===== config.mk =====
export PLATFORM = sky130hd
export DESIGN_NAME = core_iter_multiplier
export DESIGN_NICKNAME = d
export VERILOG_FILES = /design/src/rtl/core_mul_pkg.sv /design/src/rtl/core_64bit_adder.sv /design/src/rtl/core_iter_multiplier.sv
export SDC_FILE = /design/constraint.sdc
export NUM_CORES = 1
export LEC_CHECK = 0
export BUFFER_PORTS_ARGS = -buffer_cell sky130_fd_sc_hd__buf_2
export CAP_MARGIN = 20
export CORE_MARGIN = 2
export CORE_UTILIZATION = 62
export CTS_BUF_LIST = sky130_fd_sc_hd__clkbuf_2
export DETAILED_ROUTE_END_ITERATION = 12
export PLACE_DENSITY = 0.83
export SLEW_MARGIN = 20
export SYNTH_ARGS = -nofsm -noshare
export SYNTH_HDL_FRONTEND = slang
export SYNTH_SLANG_ARGS = --single-unit

===== constraint.sdc =====
create_clock -name i_clk -period 5.52 [get_ports i_clk]
set_input_delay 0.552 -clock i_clk [delete_from_list [all_inputs] [get_ports i_clk]]
set_output_delay 0.552 -clock i_clk [all_outputs]
set_load 0.01 [all_outputs]

===== src/rtl/core_mul_pkg.sv =====
// Shared types and constants for the iterative RV64M multiplier.
// Operation encoding follows the issue-stage funct3 subset for the multiply group.
package core_mul_pkg;

   localparam int MUL_XLEN  = 64;
   localparam int MUL_CNT_W = $clog2(MUL_XLEN);

   typedef enum logic [1:0] {
      MUL_OP_MUL    = 2'd0,
      MUL_OP_MULH   = 2'd1,
      MUL_OP_MULHSU = 2'd2,
      MUL_OP_MULHU  = 2'd3
   } mul_op_e;

   typedef enum logic [1:0] {
      ST_IDLE = 2'd0,
      ST_CALC = 2'd1,
      ST_SIGN = 2'd2,
      ST_DONE = 2'd3
   } mul_state_e;

endpackage


===== src/rtl/core_64bit_adder.sv =====
// Plain combinational adder shared by the execute-stage datapaths.
// Width is a parameter so the multiplier can widen it by one bit for the carry.
module core_64bit_adder #(
   parameter int WIDTH = 64
) (
   input  logic [WIDTH-1:0] a,
   input  logic [WIDTH-1:0] b,
   output logic [WIDTH-1:0] sum
);

   assign sum = a + b;

endmodule


===== src/rtl/core_iter_multiplier.sv =====
// Radix-2 shift-add multiplier for MUL/MULH/MULHSU/MULHU/MULW with a fixed
// XLEN+1 cycle latency; signed forms multiply magnitudes and fix the sign at the end.
module core_iter_multiplier
   import core_mul_pkg::*;
#(
   parameter int XLEN  = 64,
   parameter int TAG_W = 5
) (
   input  logic             i_clk,
   input  logic             i_rst_n,
   input  logic             i_mul_valid,
   output logic             o_mul_ready,
   input  logic [1:0]       i_mul_op,
   input  logic             i_mul_word,
   input  logic [XLEN-1:0]  i_mul_srcA,
   input  logic [XLEN-1:0]  i_mul_srcB,
   input  logic [TAG_W-1:0] i_mul_tag,
   input  logic             i_mul_flush,
   output logic             o_res_valid,
   input  logic             i_res_ready,
   output logic [XLEN-1:0]  o_res_data,
   output logic [TAG_W-1:0] o_res_tag
);

   localparam int CNT_W = (XLEN == MUL_XLEN) ? MUL_CNT_W : $clog2(XLEN);

   mul_state_e        state_q;
   mul_op_e           op_q;
   mul_op_e           req_op;
   logic              word_q;
   logic              neg_res_q;
   logic [CNT_W-1:0]  cnt_q;
   logic [XLEN-1:0]   m_q;
   logic [XLEN-1:0]   p_hi_q;
   logic [XLEN-1:0]   p_lo_q;

   logic              req_word;
   logic              sign_a;
   logic              sign_b;
   logic              neg_a;
   logic              neg_b;
   logic [XLEN-1:0]   abs_a;
   logic [XLEN-1:0]   abs_b;
   logic [XLEN:0]     add_a;
   logic [XLEN:0]     add_b;
   logic [XLEN:0]     add_sum;
   logic [2*XLEN-1:0] p_fixed;
   logic [XLEN-1:0]   res_sel;

   assign o_mul_ready = (state_q == ST_IDLE) & ~i_mul_flush;

   // Operand conditioning at accept: the W form only exists for plain MUL, and
   // the most negative value keeps its magnitude as an unsigned 2^(XLEN-1).
   assign req_op   = mul_op_e'(i_mul_op);
   assign req_word = i_mul_word & (req_op == MUL_OP_MUL);
   assign sign_a   = ((req_op == MUL_OP_MULH) | (req_op == MUL_OP_MULHSU)) & ~req_word;
   assign sign_b   = (req_op == MUL_OP_MULH) & ~req_word;
   assign neg_a    = sign_a & i_mul_srcA[XLEN-1];
   assign neg_b    = sign_b & i_mul_srcB[XLEN-1];
   assign abs_a    = neg_a ? (~i_mul_srcA + XLEN'(1)) : i_mul_srcA;
   assign abs_b    = neg_b ? (~i_mul_srcB + XLEN'(1)) : i_mul_srcB;

   assign add_a = {1'b0, p_hi_q};
   assign add_b = p_lo_q[0] ? {1'b0, m_q} : '0;

   core_64bit_adder #(
      .WIDTH (XLEN + 1)
   ) u_adder (
      .a   (add_a),
      .b   (add_b),
      .sum (add_sum)
   );

   assign p_fixed = neg_res_q ? (~{p_hi_q, p_lo_q} + (2*XLEN)'(1)) : {p_hi_q, p_lo_q};

   always_comb begin
      res_sel = p_fixed[2*XLEN-1:XLEN];
      if (word_q) begin
         res_sel = {{(XLEN-32){p_fixed[31]}}, p_fixed[31:0]};
      end else if (op_q == MUL_OP_MUL) begin
         res_sel = p_fixed[XLEN-1:0];
      end
   end

   // Flush only resets control state; the result registers keep their last value
   // so that a reset is the only thing that zeroes them.
   always_ff @(posedge i_clk) begin
      if (!i_rst_n) begin
         state_q     <= ST_IDLE;
         op_q        <= MUL_OP_MUL;
         word_q      <= 1'b0;
         neg_res_q   <= 1'b0;
         cnt_q       <= '0;
         m_q         <= '0;
         p_hi_q      <= '0;
         p_lo_q      <= '0;
         o_res_valid <= 1'b0;
         o_res_data  <= '0;
         o_res_tag   <= '0;
      end else if (i_mul_flush) begin
         state_q     <= ST_IDLE;
         o_res_valid <= 1'b0;
      end else begin
         case (state_q)
            ST_IDLE: begin
               if (i_mul_valid) begin
                  op_q      <= req_op;
                  word_q    <= req_word;
                  neg_res_q <= neg_a ^ neg_b;
                  m_q       <= abs_a;
                  p_lo_q    <= abs_b;
                  p_hi_q    <= '0;
                  cnt_q     <= '0;
                  o_res_tag <= i_mul_tag;
                  state_q   <= ST_CALC;
               end
            end
            ST_CALC: begin
               p_hi_q <= add_sum[XLEN:1];
               p_lo_q <= {add_sum[0], p_lo_q[XLEN-1:1]};
               cnt_q  <= cnt_q + CNT_W'(1);
               if (cnt_q == CNT_W'(XLEN - 1)) begin
                  state_q <= ST_SIGN;
               end
            end
            ST_SIGN: begin
               {p_hi_q, p_lo_q} <= p_fixed;
               o_res_data       <= res_sel;
               o_res_valid      <= 1'b1;
               state_q          <= ST_DONE;
            end
            ST_DONE: begin
               if (i_res_ready) begin
                  o_res_valid <= 1'b0;
                  state_q     <= ST_IDLE;
               end
            end
            default: state_q <= ST_IDLE;
         endcase
      end
   end

endmodule

# [Yosys cells after proc, flatten, opt, wreduce, memory -nomap -nowiden]
# Index checks and enable logic that the tools add are counted.
[word_totals] reg_bits=274 inputBits=141 out_inout_bits=71 elab_cells=70
[classes] muxes=18 bitwise=14 reduce_logical=13 n_addsub=5 eq_ne=9
[op_table] op="64-bit two-way mux" n=7
[op_table] op="64-bit one-hot mux with 3 select lines" n=2
[op_table] op="128-bit by 1-bit adder with 128-bit output (second input constant)" n=1
[op_table] op="64-bit by 1-bit adder with 64-bit output (second input constant)" n=2
[op_table] op="128-bit two-way mux" n=1
[op_table] op="128-bit NOT" n=1
[op_table] op="64-bit NOT" n=2
[op_table] op="64-bit by 64-bit adder with 65-bit output" n=1
[op_table] op="6-bit one-hot mux with 2 select lines" n=1
[op_table] op="3-bit AND reduction" n=4
[op_table] op="2-bit one-hot mux with 4 select lines" n=1
[op_table] op="6-bit by 1-bit adder with 6-bit output (second input constant)" n=1
[op_table] op="1-bit bitwise AND" n=6
[op_table] op="2-bit equality test (second input constant)" n=3
[op_table] op="6-bit equality test (second input constant)" n=1
[op_table] op="2-bit logical NOT" n=3
[op_table] op="2-bit two-way mux" n=3
[op_table] op="6-bit two-way mux" n=1
[op_table] op="2-bit inequality test (second input constant)" n=3
[op_table] op="2-bit by 1-bit equality test with 1-bit output (second input constant)" n=2
[op_table] op="2-bit AND reduction" n=2
[op_table] op="2-bit nonzero test" n=2
[op_table] op="1-bit NOT" n=3
[op_table] op="3-bit nonzero test" n=1
[op_table] op="5 further kinds" n=5

# [Longest topological paths before layout]
# Gate-level depths: netlist of the first run.
[logic_depth] depth_word=8 mapped_depth=16 ltp_nobuf=14

# [Modules after synthesis]
# A second synthesis of the first run with hierarchy kept.
[unflattened] hier_cells=3315 hier_area_um2=23985.5
[modules_own_cells] module="core_iter_multiplier" area_per_inst_um2=20012.9 seq_area_each_um2=5485.3 cells_each=2726 instances=1
[modules_own_cells] module="core_64bit_adder" area_per_inst_um2=3972.6 seq_area_each_um2=0.0 cells_each=589 instances=1

# [Least setup slack after synthesis of the first run]
# OpenSTA, ideal clock, no wires.
[synth_path] path_type="flip-flop to flip-flop" start="register p_lo_q[0]" end="register p_hi_q[62]" t_required_ps=5398 arrival_time_ps=3716 setup_time_ps=122 synth_period_minus_slack_ps=3838 stages_incl_launch_ff=15 setup_slack_ps=1682 path_buffers=3 path_cell_list="dfxtp_1 > clkbuf_1 > clkbuf_1 > and2_1 > ha_1 > clkbuf_1 > nand2_1 > or4_1 > o21ai_0 > a31oi_1 > o21ai_0 > a31oi_1 > o21ai_0 > mux2i_1 > nand2_1"
[synth_between] elab_chain_cells=4 elab_cells_between_ends=6 classes_between="add/sub: 2; mux: 3; bitwise: 1"
[synth_rtl] item="from (decl)" line_no="core_iter_multiplier.sv:35" rtl="logic [XLEN-1:0] p_lo_q;"
[synth_rtl] item="from (signal assigned)" line_no="core_iter_multiplier.sv:111" rtl="p_lo_q <= abs_b;"
[synth_rtl] item="from (signal assigned)" line_no="core_iter_multiplier.sv:120" rtl="p_lo_q <= {add_sum[0], p_lo_q[XLEN-1:1]};"
[synth_rtl] item="from (signal assigned)" line_no="core_iter_multiplier.sv:127" rtl="{p_hi_q, p_lo_q} <= p_fixed;"
[synth_rtl] item="128-bit NOT" line_no="core_iter_multiplier.sv:74" rtl="assign p_fixed = neg_res_q ? (~{p_hi_q, p_lo_q} + (2*XLEN)'(1)) : {p_hi_q, p_lo_q};"
[synth_rtl] item="128-bit by 1-bit adder with 128-bit output" line_no="core_iter_multiplier.sv:74"
[synth_rtl] item="128-bit two-way mux" line_no="core_iter_multiplier.sv:74"
[synth_rtl] item="64-bit one-hot mux with 3 select lines (*)" line_no="core_iter_multiplier.sv:104" rtl="case (state_q)"
[synth_rtl] item="to (signal assigned)" line_no="core_iter_multiplier.sv:119" rtl="p_hi_q <= add_sum[XLEN:1];"
[synth_rtl] item="to (signal assigned)" line_no="core_iter_multiplier.sv:127"
[synth_rtl] item="to (decl)" line_no="core_iter_multiplier.sv:34" rtl="logic [XLEN-1:0] p_hi_q;"
# Mark *: on every way between the ends. The rest lies on a longest branch, timed or not.
# A chain may end at the register's enable or synchronous reset.

# [Worst setup path after layout of the first run]
[layout_path] start="register p_lo_q[0]" end="register p_hi_q[61]"
# The elaborated chain is that of the path after synthesis.

==> flow_metrics.tcl, run 1 <==
set metrics [dict create \
    status "complete, no violations" \
    via_per_inst 6.76 \
    fin_util_pct 71.0 \
    vdd_drop_max_uv 139 \
    synth-async-reset-ratio_pct 0 \
    cts_resized 0 \
    final_antenna_net_count 0 \
    clk_pin_slew_ns 0.12 \
    synthAdderAreaFrac_pct 4.40 \
    cts_buffer_depth 3 \
    crit_path_end "p_hi_q[61]$_SDFFE_PN0P_" \
    grt_setup_unrepaired "no" \
    post-dp-hpwl_um 55500 \
    cts.sinks 274 \
    cts-htree-levels 3 \
    num_vias 24600 \
    crit_required_ns 6.33 \
    crit_fanout 27 \
    slowest_delay_ns 0.93 \
    crit_top_cell "o21ai_0" \
    setup-violations-final 0 \
    dieArea_um2 36200 \
    core_um2 34400 \
    clk_latency_ns 0.96 \
    dp_cells 3406 \
    hp-class "input port to register" \
    cts_tree "done" \
    timing.rr.start "p_lo_q[0]$_SDFFE_PN0P_" \
    power.density_nw_per_um2 203 \
    end_kind "register" \
    dr.pass1.iters 7 \
    worstSetupStartpoint "p_lo_q[0]$_SDFFE_PN0P_" \
    max_freq_mhz 208 \
    synth-xor-area-share_pct 11.8 \
    synth-simple-area-share_pct 22.4 \
    ys_types 76 \
    cts_buffers 72 \
    dieWidth_um 190 \
    worstPathCellList "and2_1, ha_1, inv_1, fa_1, nand2b_1, a21oi_1, o21ai_0, o21ai_0, a21oi_1, o21ai_0, a2111oi_0, buf_4, o21ai_0, o311ai_0, a21o_1" \
    synth_top_family_by_area "compound AO/OA/AOI/OAI gates" \
    leakage_nw 9.53 \
    yosysWarnings 0 \
    die_height_um 190 \
    post-route-period-util_pct 87.2 \
    route.detailed.drc 0 \
    r2r-end "p_hi_q[61]$_SDFFE_PN0P_" \
    drv_slew 0 \
    synth-edff-count 0 \
    crit_slowest_cell "dfxtp_1" \
    crit_type "register to register" \
    worstMarginPinSlew_ns 1.12 \
    grt_pass1_wl_um 122000 \
    syn_nets 3140 \
    gp_congestion 1.04 \
    setup_slack_ns 0.707 \
    io_pins 212 \
    synthCells 2924 \
    area_delta_synth_final_pct 13.4 \
    yosysSeqAreaShare_pct 25.5 \
    post-place-ws_ns 0.857 \
    drive_gt1_share_pct 12.6 \
    std_cell_rows 68 \
    nets 3349 \
    grt_pass1_vias 22700 \
    r2r_slack_ns 0.71 \
    final_cell_count_no_fill 3635 \
    synth_compound_area_share_pct 30.5 \
    grt_usage_pct 42.2 \
    antenna_found_initial 1 \
    cts-root-buf "clkbuf_2" \
    portBuffers 211 \
    post-cts-setup-buffer-count 0 \
    fin_crit_ns 4.81 \
    synthMuxAreaShare_pct 0.657 \
    yosys_most_used_dff "dfxtp_1" \
    grt_max_degree 78 \
    avgSynthCellArea_um2 7.36 \
    fin_hold_ws_ns 0.0616 \
    start_kind "register" \
    fin_tns_setup_ns 0 \
    drt-total-wl_um 78900 \
    critPathArrivalTime_ns 5.62 \
    worstHoldStart "i_mul_srcB[13]" \
    netlist_area_um2 21500 \
    drv_cap 0 \
    overflow 0 \
    clock_skew_ns 0.0783 \
    start_util_pct 62.6 \
    post_drt_wl_per_cell_um 21.7 \
    hold_violations 0 \
    drtIter0Drc 3505 \
    ff2ff_path_depth 15 \
    timing.slew.headroom_pct 24.8 \
    ys_seq_elements 274 \
    fillers 2831 \
]
==> per-layer routing <==
metal | global-route usage (%) | up-vias | wire (µm)
met2 | 63.2 | 1758 | 33200
li1 | - | 11300 | -
met4 | 22.3 | 0 | 4070
met5 | 0 | - | 0
met3 | 9.46 | 304 | 10000
met1 | 56.5 | 11200 | 31600
==> Yosys cell counts, types with 8 or more instances <==
master     number  share of area [%]
or3_1          46                1.3
xnor2_1       179                7.3
o31ai_1        57                2.0
a311oi_1       14               0.57
clkbuf_1      208                3.6
ha_1           74                4.3
nor3_1         93                2.2
a21o_1         35                1.2
o221ai_1       29                1.2
or4_1          29                1.0
o41ai_1        33                1.3
nand2b_1       17               0.49
or2_2          14               0.41
nand3_1        67                1.6
o21bai_1       15               0.52
a221oi_1       56                2.3
nor4_1         28               0.81
xor2_1        112                4.6
nor2b_1        12               0.35
a21oi_1       236                5.5
o21ai_0       251                5.8
a2111oi_0       9               0.37
o22ai_1        24               0.70
inv_1          49               0.85
a22oi_1        22               0.77
a31oi_1        22               0.64
nand2_1       266                4.6
a211oi_1      103                3.6
and3_1         16               0.47
and2_1         78                2.3
nor2_1        273                4.8
dfxtp_1       274                 25
nand4_1        39                1.1
o21a_1         14               0.49
o211ai_1       14               0.49
a32oi_1         8               0.33
mux2i_1        13               0.60
==> worst min-delay path by stage <==
stage	to	slack, ns	cells past startpoint
3_3_place_gp	o_res_data[6]$_SDFFE_PN0P_	0.44	2
2_1_floorplan	m_q[35]$_SDFFE_PN0P_	0.43	2
5_1_grt	m_q[55]$_SDFFE_PN0P_	0.04	3
4_1_cts	p_lo_q[29]$_SDFFE_PN0P_	0.01	4
6_report	p_lo_q[13]$_SDFFE_PN0P_	0.06	4
3_5_place_dp	o_res_data[6]$_SDFFE_PN0P_	0.44	2
==> cell type report <==
cell class	instances	area (µm²)	area share, %
Antenna cell	1	2.50	0.0103
Clock buffer	96	480	1.97
Clock inverter	24	226	0.928
Inverter	49	186	0.764
Multi-Input combinational cell	2382	15000	61.7
Sequential cell	274	5490	22.5
Tap cell	455	569	2.33
Timing Repair Buffer	354	2400	9.83
==> metrics by stage <==
stage / total power [W] / area [µm²]
floorplan: 0.00291 / 21500
detailed placement: 0.00325 / 22600
finish: 0.00496 / 24400
global placement: 0.00323 / 22600
CTS: 0.00490 / 24400
global route: 0.00515 / 24400
==> power by group <==
group	internal (W)	switching [W]	leakage, nW
sequential	0.00206	0.000120	2.23
combinational	0.000432	0.000715	6.78
clock	0.000703	0.000921	0.514
total	0.00320	0.00176	9.53
==> critical path: cells and delay by family (launching register included) <==
kind	cells	cell delay, ns
compound gates	9	2.44
fa+ha+maj	2	0.60
buf+inv	2	0.28
flops	1	0.93
simple gates	2	0.43
==> what timing repair did <==
item                                    CTS  global route
hold buffers                            108             0
hold endpoints to repair                106             0
endpoints found under the setup margin    0             0
==> kinds of logic (layout without fill, tap and decap cells) <==
group | count (synthesis) | in the layout
adders and majority gates | 75 | 75
AOI/OAI and AO/OA | 1001 | 1001
muxes | 14 | 14
buffers and inverters | 268 | 523
and+or+nand+nor | 1001 | 1001
other | 0 | 1
xor gates and xnor gates | 291 | 291
DFF | 274 | 274
==> state kept, by name, summed over array words and instances (netlist names) <==
signal and flops:
m_q 64, o_res_data 64, p_hi_q 64, p_lo_q 64, cnt_q 6, o_res_tag 5
op_q 2, state_q 2, neg_res_q 1, o_res_valid 1, word_q 1
==> layout by cell type (no fill, tap or decap), types with 33 or more instances in the layout <==
master,count
buf_2,211
xnor2_1,179
and2_1,76
a211oi_1,103
nor2_1,270
clkbuf_2,96
a221oi_1,56
o41ai_1,33
dfxtp_1,273
ha_1,72
o31ai_1,57
nand4_1,39
buf_4,35
dlygate4sd3_1,108
or3_1,46
inv_1,48
xor2_1,112
a21oi_1,236
nor3_1,92
o21ai_0,251
nand2_1,264
a21o_1,35
nand3_1,67
(Power assumes the default switching activity.)
==> inputs of run 2 (changes only) <==
CORE_UTILIZATION = 56   (was 62)
PLACE_DENSITY = 0.79   (was 0.83)
clock period = 4.15 ns   (was 5.52 ns; I/O delays follow)
==> flow_metrics.tcl, run 2 (synthesis gave the netlist of run 1 again) <==
set metrics [dict create \
    cts_tree "done" \
    gp_congestion 0.978 \
    cts-htree-levels 3 \
    route.detailed.drc 0 \
    drive_gt1_share_pct 15.0 \
    clk_latency_ns 1.00 \
    dr.pass1.iters 9 \
    crit_slowest_cell "or4_1" \
    die_height_um 200 \
    leakage_nw 10.4 \
    nets 3529 \
    drv_cap 0 \
    drt-total-wl_um 88400 \
    io_pins 212 \
    slowest_delay_ns 0.64 \
    grt_usage_pct 42.8 \
    finalPower_w 0.00672 \
    vdd_drop_max_uv 162 \
    clock_skew_ns 0.0528 \
    cts.sinks 274 \
    cts_buffer_depth 3 \
    end_kind "register" \
    post-route-period-util_pct 99.0 \
    drtIter0Drc 2904 \
    start_kind "register" \
    antenna_found_initial 1 \
    setup-violations-final 0 \
    post-dp-hpwl_um 60500 \
    std_cell_rows 71 \
    clk_pin_slew_ns 0.11 \
    grt_setup_unrepaired "no" \
    dieArea_um2 40000 \
    final_common_cell "dfxtp_1" \
    overflow 0 \
    grt_max_degree 136 \
    max_freq_mhz 243 \
    area_delta_synth_final_pct 21.4 \
    num_vias 25600 \
    cts-root-buf "clkbuf_2" \
    hold_violations 0 \
    critPathTopFamily "simple AND/OR/NAND/NOR gates" \
    hp-class "input port to register" \
    grt_pass1_wl_um 134000 \
    final_cell_count_no_fill 3880 \
    power.density_nw_per_um2 257 \
    post_drt_wl_per_cell_um 22.8 \
    worstMarginPinSlew_ns 0.926 \
    r2r_slack_ns 0.04 \
    cts_buffers 76 \
    dieWidth_um 200 \
    grt_pass1_vias 24000 \
    critical_path_buf_inv_count 0 \
    via_per_inst 6.60 \
    start_util_pct 57.0 \
    crit_type "register to register" \
    post-place-ws_ns -0.0948 \
    fin_tns_setup_ns 0 \
    crit_fanout 9 \
    layout_common_cells "272 x dfxtp_1, 269 x nor2_1, 264 x nand2_1, 249 x o21ai_0, 236 x a21oi_1" \
    drv_slew 0 \
    worstPathCellList "or4_4, or4_1, or3b_1, nor3_1, nand4_1, o31ai_1, xor2_1, nor2_1, a21oi_1, o21ai_0" \
    dp_cells 3544 \
    fin_crit_ns 4.11 \
    setup_slack_ns 0.0421 \
    critPathArrivalTime_ns 4.95 \
    status "complete, no violations" \
    portBuffers 211 \
    final_antenna_net_count 0 \
    crit_required_ns 5.00 \
    fin_hold_ws_ns 0.219 \
    timing.slew.headroom_pct 38.1 \
    core_um2 37800 \
]
run 2: changes by cell type in the layout (fill, tap and decap cells not counted), sizes merged:
cell,delta
clkinv,+3
buf,+86
clkbuf,+11
inv,+2
dlygate4sd3,+90
bufinv,-3
run 2: worst min-delay path, cell delays in order:
cell	delay, ns
dlygate4sd3_1	0.53
buf_2	0.12
nand2_1	0.05
a21oi_1	0.05
run 2: metal layers:
layer	track usage, %	vias up	wire (µm)
li1	-	11600	-
met1	57.2	11800	36000
met2	65.2	1842	37500
met3	9.17	316	10300
met4	21.2	0	4530
met5	0.741	-	0
run 2: final cells by class:
type	count	area, µm²
Inverter	49	186
Sequential cell	274	5490
Tap cell	511	639
Clock inverter	26	155
Antenna cell	1	2.50
Clock buffer	107	536
Fill cell	3092	11600
Timing Repair Buffer	530	4000
Multi-Input combinational cell	2382	15100
run 2: path summary, 6_finish.rpt:
| kind | start | cells past startpoint | to |
|---|---|---|---|
| setup / recovery | p_lo_q[35]$_SDFFE_PN0P_ | 10 | o_res_data[22]$_SDFFE_PN0P_ |
| hold / removal | i_mul_tag[0] | 4 | o_res_tag[0]$_SDFFE_PN0P_ |
| setup reg to reg | p_lo_q[35]$_SDFFE_PN0P_ | 10 | o_res_data[22]$_SDFFE_PN0P_ |
| hold reg to reg | o_res_tag[4]$_SDFFE_PN0P_ | 2 | o_res_tag[4]$_SDFFE_PN0P_ |
run 2: repair_timing:
item                                   4_1_cts  5_1_grt
pin swaps                                    0        3
setup endpoints to repair                    3       32
hold buffers                               198        0
gates resized for setup                      1       13
setup buffers                                0        4
endpoints found under the hold margin      147        0
run 2: where the power goes:
group / total (W) / internal, W / switching (W)
Clock: 0.00208 / 0.000819 / 0.00126
Sequential: 0.00290 / 0.00275 / 0.000149
Combinational: 0.00175 / 0.000706 / 0.00104
Total: 0.00672 / 0.00427 / 0.00245
run 2: stage by stage:
step	area [µm²]	utilization, %
after floorplan	21500	-
after global placement	23300	61.8
after detailed placement	23400	61.9
after CTS	26000	68.9
after global routing	26100	69.2
final	26100	69.2
